### config.mk
export PLATFORM = sky130hd
export DESIGN_NAME = mux_nx1_scan
export DESIGN_NICKNAME = d
export VERILOG_FILES = /design/src/rtl/mux_nx1_scan.sv
export SDC_FILE = /design/constraint.sdc
export NUM_CORES = 1
export LEC_CHECK = 0
export ABC_AREA = 1
export BUFFER_PORTS_ARGS = -buffer_cell sky130_fd_sc_hd__buf_2
export CORE_AREA = 10 10 47 49
export CTS_CLUSTER_DIAMETER = 60
export DETAILED_ROUTE_END_ITERATION = 10
export DIE_AREA = 0 0 57 59
export PLACE_DENSITY = 0.55
export SLEW_MARGIN = 15
export SYNTH_ARGS = -nofsm -noshare
export SYNTH_HDL_FRONTEND = slang
export SYNTH_SLANG_ARGS = --single-unit
export TNS_END_PERCENT = 5
### constraint.sdc
create_clock -name clk -period 0.84 [get_ports clk]
set_input_delay 0.126 -clock clk [delete_from_list [all_inputs] [get_ports clk]]
set_output_delay 0.126 -clock clk [all_outputs]
set_load 0.01 [all_outputs]
### src/rtl/mux_nx1_scan.sv
// mux_nx1_scan: N-channel, W-bit registered multiplexer.
// Supports a manual channel select and an automatic round-robin scan that
// stays on each channel for a programmable number of accepted samples.
// The output side uses a valid/ready handshake, so the consumer can stall
// the scan. Disabling the block loads an empty (invalid, all-zero) sample.
module mux_nx1_scan #(
    parameter int CH    = 4,
    parameter int W     = 1,
    parameter int DWELL = 1,
    parameter int SW    = $clog2(CH)
) (
    input  logic            clk,
    input  logic            rst_n,
    input  logic            en,
    input  logic            mode,
    input  logic [SW-1:0]   sel,
    input  logic [CH*W-1:0] din,
    input  logic            out_ready,
    output logic [W-1:0]    out_data,
    output logic [SW-1:0]   out_ch,
    output logic            out_valid,
    output logic            out_last
);

    // A dwell counter needs at least one bit, even when DWELL is 1.
    localparam int DCW = (DWELL > 1) ? $clog2(DWELL) : 1;
    localparam logic [SW-1:0]  LAST_CH = SW'(CH - 1);
    localparam logic [DCW-1:0] LAST_DW = DCW'(DWELL - 1);

    logic [SW-1:0]  ptr;
    logic [DCW-1:0] dcnt;
    logic           load;
    logic [SW-1:0]  sel_clamped;
    logic [SW-1:0]  idx;
    logic [W-1:0]   picked;
    logic           dwell_done;
    logic           ch_last;

    // Outputs may only change when the register is empty or being drained.
    assign load       = !out_valid || out_ready;
    assign dwell_done = (dcnt == LAST_DW);
    assign ch_last    = (ptr == LAST_CH);

    // Out-of-range manual selects fall back to the highest channel.
    always_comb begin
        sel_clamped = sel;
        if (32'(sel) >= CH) begin
            sel_clamped = LAST_CH;
        end
    end

    // Pick the channel index for this load, then the matching input slice.
    always_comb begin
        idx    = mode ? ptr : sel_clamped;
        picked = '0;
        for (int i = 0; i < CH; i++) begin
            if (32'(idx) == i) begin
                picked = din[i*W +: W];
            end
        end
    end

    // Output register and scan state, updated only in load slots.
    always_ff @(posedge clk or negedge rst_n) begin
        if (!rst_n) begin
            out_data  <= '0;
            out_ch    <= '0;
            out_valid <= 1'b0;
            out_last  <= 1'b0;
            ptr       <= '0;
            dcnt      <= '0;
        end else if (load) begin
            if (!en) begin
                out_data  <= '0;
                out_ch    <= '0;
                out_valid <= 1'b0;
                out_last  <= 1'b0;
            end else if (!mode) begin
                out_data  <= picked;
                out_ch    <= sel_clamped;
                out_valid <= 1'b1;
                out_last  <= 1'b0;
                ptr       <= '0;
                dcnt      <= '0;
            end else begin
                out_data  <= picked;
                out_ch    <= ptr;
                out_valid <= 1'b1;
                out_last  <= ch_last && dwell_done;
                if (dwell_done) begin
                    dcnt <= '0;
                    ptr  <= ch_last ? '0 : ptr + SW'(1);
                end else begin
                    dcnt <= dcnt + DCW'(1);
                end
            end
        end
    end

endmodule

; ---- Yosys cells after proc, flatten, opt, wreduce, memory -nomap -nowiden
; Index checks and enable logic that the tools add are counted.
[totals]
n_memories = 0
latchBits = 0
ramBits = 0
out_inout_bits = 5
word_cells = 35
romBits = 0
reg_bits = 8
[op_classes]
bitwise = 1
shift = 0
div = 0
eq_ne = 5
n_addsub = 2
order_cmp = 0
multipliers = 0
mux = 15
n_reduce_logical = 6
[op_table]
columns = op, n
row1 = $mux W1, 10
row2 = $mux W2, 5
row3 = $eq A2 B2 Y1 const B, 3
row4 = $reduce_and A3 Y1, 1
row5 = $add A2 B1 Y2 const B, 1
row6 = $eq A2 B1 Y1 const B, 1
row7 = $logic_not A2 Y1, 1
row8 = $ne A2 B2 Y1 const B, 1
row9 = $reduce_and A2 Y1, 1
row10 = $add A1 B1 Y1 const B, 1
row11 = $logic_and A1 B1 Y1, 1
row12 = $logic_not A1 Y1, 1
row13 = $logic_or A1 B1 Y1, 1
row14 = $not A1 Y1, 1

; ---- Longest topological paths before layout
; Gate-level depths: netlist (run 1).
[depth]
word_depth = 7
mapped_depth = 7

; ---- Worst setup path before layout (run 1)
; OpenSTA, ideal clock, no wires.
[synth_timing]
path_type = reg2reg
from = register out_valid
to = register ptr[0]
arrival_ns = 0.823
path_stages_with_launch = 7
setup_ns = 0.127
required_time_ns = 0.713
path_buffers = 0
synth_period_minus_slack_ns = 0.950
slack_ns = -0.110
cell_sequence = dfrtp_1 inv_1 nor2_4 nor2_8 inv_1 nand2_1 o21ai_0
[synth_via]
elab_chain_cells = 3
[synth_lines]
columns = item, line_no
row1 = from (decl), 21  ; output logic out_valid,
row2 = from (signal assigned), 68  ; out_valid <= 1'b0;
row3 = from (signal assigned), 76  ; out_valid <= 1'b0;
row4 = from (signal assigned), 81  ; out_valid <= 1'b1;
row5 = $logic_not A1 Y1, 40  ; assign load = !out_valid || out_ready;
row6 = $logic_or A1 B1 Y1, 40
row7 = $reduce_and A3 Y1 (no line), --
row8 = to (signal assigned), 92  ; ptr <= ch_last ? '0 : ptr + SW'(1);
row9 = to (decl), 30  ; logic [SW-1:0] ptr;
; Every way passes these cells.
; A chain may end at the register's enable or synchronous reset.

; ---- Final worst setup path (run 1)
[layout_timing]
from = register ptr[0]
to = register out_data
[layout_via]
elab_chain_cells = 7
word_cells_on_any_way = 10
[layout_lines]
columns = item, line_no
row1 = $mux W2 (*), 54  ; idx = mode ? ptr : sel_clamped;
row2 = $logic_not A2 Y1, 57  ; if (32'(idx) == i) begin
row3 = $mux W1 (3 in a row), 57
row4 = $mux W1 (*), 57
row5 = $mux W1 (*), 73  ; if (!en) begin
row6 = to (signal assigned), 79  ; out_data <= picked;
row7 = to (signal assigned), 86  ; out_data <= picked;
row8 = to (decl), 19  ; output logic [W-1:0] out_data,
; Mark *: on every way between the ends. The rest lies on a longest branch, timed or not.

==> reports/metrics.cfg, run 1 <==
[synthesis]
synthCells = 47
ys_seq_area_frac = 0.456
ys_types = 11
syn_nets = 59
synth_warnings = 0
synth-seq-cells = 7
syn_area_per_cell_sq_um = 8.17
syn_area_sq_um = 384

[timing]
finalCriticalPeriod_ns = 0.929
fin_crit_sh = 1.11
slew_violations = 0
slew_headroom = 0.882
rsz0062_at_grt = yes
tightest_slew_ns = 0.177
setup_ws_ns = -0.0885
final_hold_viol_count = 0
setup_violations = 11
skew_ns = 0.00611
max_freq_ghz = 1.08

[critical_path]
cp_data_arrival_time_ns = 1.08
startpoint = ptr[0]$_DFFE_PN0P_
path_max_fanout = 4
crit_buf_inv = 1
reg2reg_from = ptr[0]$_DFFE_PN0P_
cp-end-kind = flop
r2r_slack_ns = -0.09
crit_family = flip-flops
cp_common_cell = nand3_2
crit_chain = inv_1 -> nand2_2 -> nand3_2 -> nand3_2 -> nand3_1 -> nand2_1
reg2reg_depth = 6
cp_data_required_time_ns = 0.99
startpoint_type = flop
path_class = flop to flop
slowest_stage = dfrtp_1
max_stage_delay_ns = 0.41
worst-path-stages = 6

[layout]
fin_nets = 85
syn2layout_area_growth_pct = 51.1
n_antenna_cell = 0
fin_util = 0.414
final_common_cell = buf_2
fillers = 158
fin_cells = 88
layout_common_cells = buf_2, nand2_1, nand3_1, dfrtp_1, buf_4
drive_gt1_frac = 0.514

[floorplanning]
ios = 16
die_h_microns = 59
fp.dieW_microns = 57
fp.dieArea_sq_mm = 0.00336
floorplan.initialDensity = 0.274
core.rowCount = 14
core_sq_mm = 0.00140

[routing]
wl_per_cell_microns = 11.6
vias_per_cell = 4.52
drtIter0Drc = 12
drt_wl_total_mm = 1.02
drtPass1Iterations = 2
ant_nets = 0
drc = 0
vias = 398

[run_status]
status = finished with violations
violations = setup timing

[power]
power_w = 0.000987
leakage_nw = 0.328
power.density_mw_per_mm2 = 1700
vdd_drop_max_v = 0.00111

[placed_design]
portBuffers = 15
dp_hpwl_microns = 785
gp_congestion = 0.840
pre_cts_ws_ns = -0.120
dp_cells = 80

[global_routing]
grt_overflow_total = 0
antenna_found_initial = 0
grt_pass1_wl_mm = 1.50
first_global_vias = 381
grt_max_degree = 8
gr-usage-all-layers = 0.0587

[hold_path]
hold_depth = 2
hp-class = input pin to flop
hp-start = out_ready

[cts]
clk_latency_ns = 0.25
cts.sinks = 7
h-tree-depth = 1
root_buffer = clkbuf_4
cts_made_buffers = 3
clk_path_buf_depth = 2
cts_tree = done
clkTransAtPathRegs_ns = 0.05

[job]
maxCapViolCount = 0

==> cells in the mapped netlist (all sizes together) <==
library cell | count | area share
nand2 | 17 | 0.18
ha | 1 | 0.033
dfrtp | 7 | 0.46
nor2 | 2 | 0.081
inv | 7 | 0.068
nand3 | 10 | 0.14
o21ai | 3 | 0.039
==> where the power goes <==
group / total [W] / switching (W) / internal (W) / leakage [nW]
combinational: 0.000275 / 0.000144 / 0.000131 / 0.223
clock: 0.000305 / 0.000124 / 0.000181 / 0.0150
sequential: 0.000407 / 0.0000292 / 0.000378 / 0.0900
==> worst register-to-register path, stage by stage (launching register included) <==
cell and delay (ns):
dfrtp_1 0.41, inv_1 0.08, nand2_2 0.08, nand3_2 0.08, nand3_2 0.06, nand3_1 0.08, nand2_1 0.05
==> worst paths after layout <==
path,to
max,out_data$_DFFE_PN0N_
min,out_valid$_DFFE_PN0N_
max reg2reg,out_data$_DFFE_PN0N_
min reg2reg,out_data$_DFFE_PN0N_
max in group asynchronous,out_last$_DFFE_PN0N_
min in group asynchronous,out_ch[1]$_DFFE_PN0N_
==> cells by family after synthesis <==
group,share of synthesized area
adder cells (fa/ha/maj),0.0326
buffers and inverters,0.0684
flip-flops,0.456
AO/OA/AOI/OAI,0.0391
AND/OR/NAND/NOR,0.404
==> metal layers <==
metal,vias to the layer above,share of wire,GRT usage
met1,187,0.37,0.0520
met4,0,0.011,0.0302
met3,2,0.12,0.0601
met5,-,0,0
li1,198,-,-
met2,11,0.50,0.0853
==> layout make-up <==
type	count	area (sq um)	area share
clock buffers	4	26.3	0.0453
flip-flops and latches	7	175	0.302
inverters	7	28.8	0.0496
repair buffers	21	129	0.222
well taps	16	20.0	0.0345
multi-input cells	33	201	0.347
==> sequential cells by signal (all words and copies together), names as in the netlist <==
register,count
out_ch,2
ptr,2
out_data,1
out_last,1
out_valid,1
==> stage by stage <==
step	hold WS (ns)	TNS (ns)	instance area [sq um]
finish	0.107	-0.725	581
global route	0.112	-1.30	581
CTS	0.103	-0.736	551
detailed placement	-0.0290	-0.519	494
global placement	-0.0326	-0.382	494
floorplan	-0.170	-0.429	384
==> repair_timing <==
action,4_1_cts,5_1_grt
pin swaps,5,1
hold buffers,1,0
hold endpoints to repair,7,0
gates cloned,0,0
gates resized for setup,4,5
endpoints found under the setup margin,11,11
setup buffers,1,2
(Power assumes the default switching activity.)
==> run 2: changes to the inputs <==
--- a/config.mk
+++ b/config.mk
@@ -11,7 +11,7 @@
 export CTS_CLUSTER_DIAMETER = 60
 export DETAILED_ROUTE_END_ITERATION = 10
 export DIE_AREA = 0 0 57 59
-export PLACE_DENSITY = 0.55
+export PLACE_DENSITY = 0.53
 export SLEW_MARGIN = 15
 export SYNTH_ARGS = -nofsm -noshare
 export SYNTH_HDL_FRONTEND = slang
==> constraint.sdc (replaced) <==
create_clock -name clk -period 1.1 [get_ports clk]
set_input_delay 0.165 -clock clk [delete_from_list [all_inputs] [get_ports clk]]
set_output_delay 0.165 -clock clk [all_outputs]
set_load 0.01 [all_outputs]
==> reports/metrics.cfg, run 2 (synthesis gave the netlist of run 1 again) <==
[cts]
clk_latency_ns = 0.25  ; about the same
postCtsSetupBuffers = 0  ; was 1
cts_resized = 0  ; was 4
cts_tree = done  ; unchanged
h-tree-depth = 1  ; unchanged
cts_made_buffers = 3  ; unchanged
clk_path_buf_depth = 2  ; unchanged
root_buffer = clkbuf_4  ; unchanged
postCtsHoldBufs = 1  ; unchanged
cts.sinks = 7  ; unchanged
clkTransAtPathRegs_ns = 0.05  ; about the same

[job]
maxCapViolCount = 0  ; unchanged

[critical_path]
r2r_slack_ns = 0.12  ; was -0.09 ns
cp_common_cell = inv_1  ; was nand3_2
cp_data_required_time_ns = 1.22  ; was 0.99 ns
worst-path-stages = 6  ; unchanged
crit_family = flip-flops  ; unchanged
max_stage_delay_ns = 0.37  ; was 0.41 ns
path_max_fanout = 5  ; was 4
cp_data_arrival_time_ns = 1.10  ; was 1.08 ns
reg2reg_depth = 6  ; unchanged
startpoint = out_valid$_DFFE_PN0N_  ; was ptr[0]$_DFFE_PN0P_
startpoint_type = flop  ; unchanged
path_class = flop to flop  ; unchanged
reg2reg_from = out_valid$_DFFE_PN0N_  ; was ptr[0]$_DFFE_PN0P_
crit_buf_inv = 2  ; was 1
r2r-end = ptr[0]$_DFFE_PN0P_  ; was out_data$_DFFE_PN0N_
crit_end = ptr[0]$_DFFE_PN0P_  ; was out_data$_DFFE_PN0N_
slowest_stage = dfrtp_1  ; unchanged
crit_chain = inv_1 -> nor2_4 -> nor2_8 -> inv_1 -> nand2_1 -> o21ai_0  ; was inv_1 -> nand2_2 -> nand3_2 -> nand3_2 -> nand3_1 -> nand2_1
cp-end-kind = flop  ; unchanged

[routing]
drtIter0Drc = 2  ; was 12
drt_wl_total_microns = 861  ; was 1.02 mm
drc = 0  ; unchanged
drtPass1Iterations = 2  ; unchanged
wl_per_cell_microns = 10.4  ; was 11.6 microns
vias = 361  ; was 398
vias_per_cell = 4.35  ; was 4.52
ant_nets = 0  ; unchanged

[global_routing]
use_met3 = 0.0472  ; was 0.0601
grt_pass1_wl_mm = 1.42  ; was 1.50 mm
grt_use_met1 = 0.0593  ; was 0.0520
grt_max_degree = 8  ; unchanged
grt_overflow_total = 0  ; unchanged
grtUsageMet2 = 0.0729  ; was 0.0853
busiest_layer = met2  ; unchanged
first_global_vias = 334  ; was 381
gr-usage-all-layers = 0.0539  ; was 0.0587
antenna_found_initial = 0  ; unchanged

[floorplanning]
fp.dieW_microns = 57  ; unchanged
core.rowCount = 14  ; unchanged
ios = 16  ; unchanged
core_sq_mm = 0.00140  ; unchanged
fp.dieArea_sq_mm = 0.00336  ; unchanged
die_h_microns = 59  ; unchanged
floorplan.initialDensity = 0.274  ; unchanged

[timing]
fin_crit_sh = 0.891  ; was 1.11
setup_violations = 0  ; was 11
finalCriticalPeriod_ns = 0.980  ; was 0.929 ns
tightest_slew_ns = 0.213  ; was 0.177 ns
fin_tns_setup_ns = 0  ; was -0.725 ns
slew_headroom = 0.858  ; was 0.882
skew_ns = 0.00387  ; was 0.00611 ns
final_hold_viol_count = 0  ; unchanged
slew_violations = 0  ; unchanged
rsz0062_at_grt = no  ; was yes
max_freq_ghz = 1.02  ; was 1.08 GHz

[placed_design]
gp_congestion = 0.775  ; was 0.840
dp_hpwl_microns = 737  ; was 785 microns
dp_cells = 78  ; was 80
portBuffers = 15  ; unchanged

[power]
vdd_drop_max_v = 0.000686  ; was 0.00111 V
power.density_mw_per_mm2 = 1350  ; was 1700 mW/mm^2
leakage_nw = 0.298  ; was 0.328 nW

[layout]
n_antenna_cell = 0  ; unchanged
multi_input_comb_area_sq_um = 183  ; was 201 sq um
fin_cells = 83  ; was 88
layout_common_cells = nand2_1, buf_2, nand3_1  ; was buf_2, nand2_1, nand3_1, dfrtp_1, buf_4
fin_nets = 80  ; was 85
drive_gt1_frac = 0.373  ; was 0.514
reg_top3 = out_ch: 2 flops, ptr: 2 flops  ; unchanged
ff_latch_area_sq_um = 175  ; unchanged
fillers = 162  ; was 158
syn2layout_area_growth_pct = 34.2  ; was 51.1%

[hold_path]
hp-class = input pin to flop  ; unchanged

[run_status]
status = completed  ; was finished with violations

## run 2: power breakdown
| part | switching (W) | total [W] | internal (W) |
|---|---|---|---|
| sequential | 0.0000194 | 0.000308 | 0.000288 |
| combinational | 0.0000896 | 0.000156 | 0.0000662 |
| clock | 0.0000950 | 0.000233 | 0.000138 |
## run 2: cell type report
cell class / count / share of cell area
clock buffers: 4 / 0.0510
inverters: 7 / 0.0510
multi-input cells: 33 / 0.354
flip-flops and latches: 7 / 0.340
well taps: 16 / 0.0388
repair buffers: 16 / 0.165
## run 2: how the worst min path moves through the flow
| stage | start | end | cells past startpoint |
|---|---|---|---|
| global route | out_ready | out_valid$_DFFE_PN0N_ | 2 |
| finish | out_ready | out_valid$_DFFE_PN0N_ | 2 |
| detailed placement | rst_n | out_valid$_DFFE_PN0N_ | 1 |
| global placement | rst_n | out_ch[0]$_DFFE_PN0N_ | 1 |
| floorplan | rst_n | out_ch[0]$_DFFE_PN0N_ | 0 |
| CTS | out_ready | out_valid$_DFFE_PN0N_ | 2 |
## run 2: metal layers
metal	wire, microns	share of wire	up-vias
li1	-	-	189
met1	339	0.39	161
met2	416	0.48	11
met3	105	0.12	0
met4	0	0	0
met5	0	0	-
## run 2: through the flow
| stage | util | hold slack, ns | total power [W] | worst slack (ns) | area (sq um) |
|---|---|---|---|---|---|
| 5_1_grt | 0.368 | 0.143 | 0.000762 | 0.0503 | 515 |
| 3_5_place_dp | 0.342 | 0.0101 | 0.000469 | 0.118 | 479 |
| 6_report | 0.368 | 0.144 | 0.000697 | 0.120 | 515 |
| 4_1_cts | 0.368 | 0.135 | 0.000716 | 0.103 | 515 |
| 3_3_place_gp | 0.342 | 0.00911 | 0.000470 | 0.108 | 479 |
| 2_1_floorplan | - | -0.131 | 0.000409 | 0.150 | 384 |
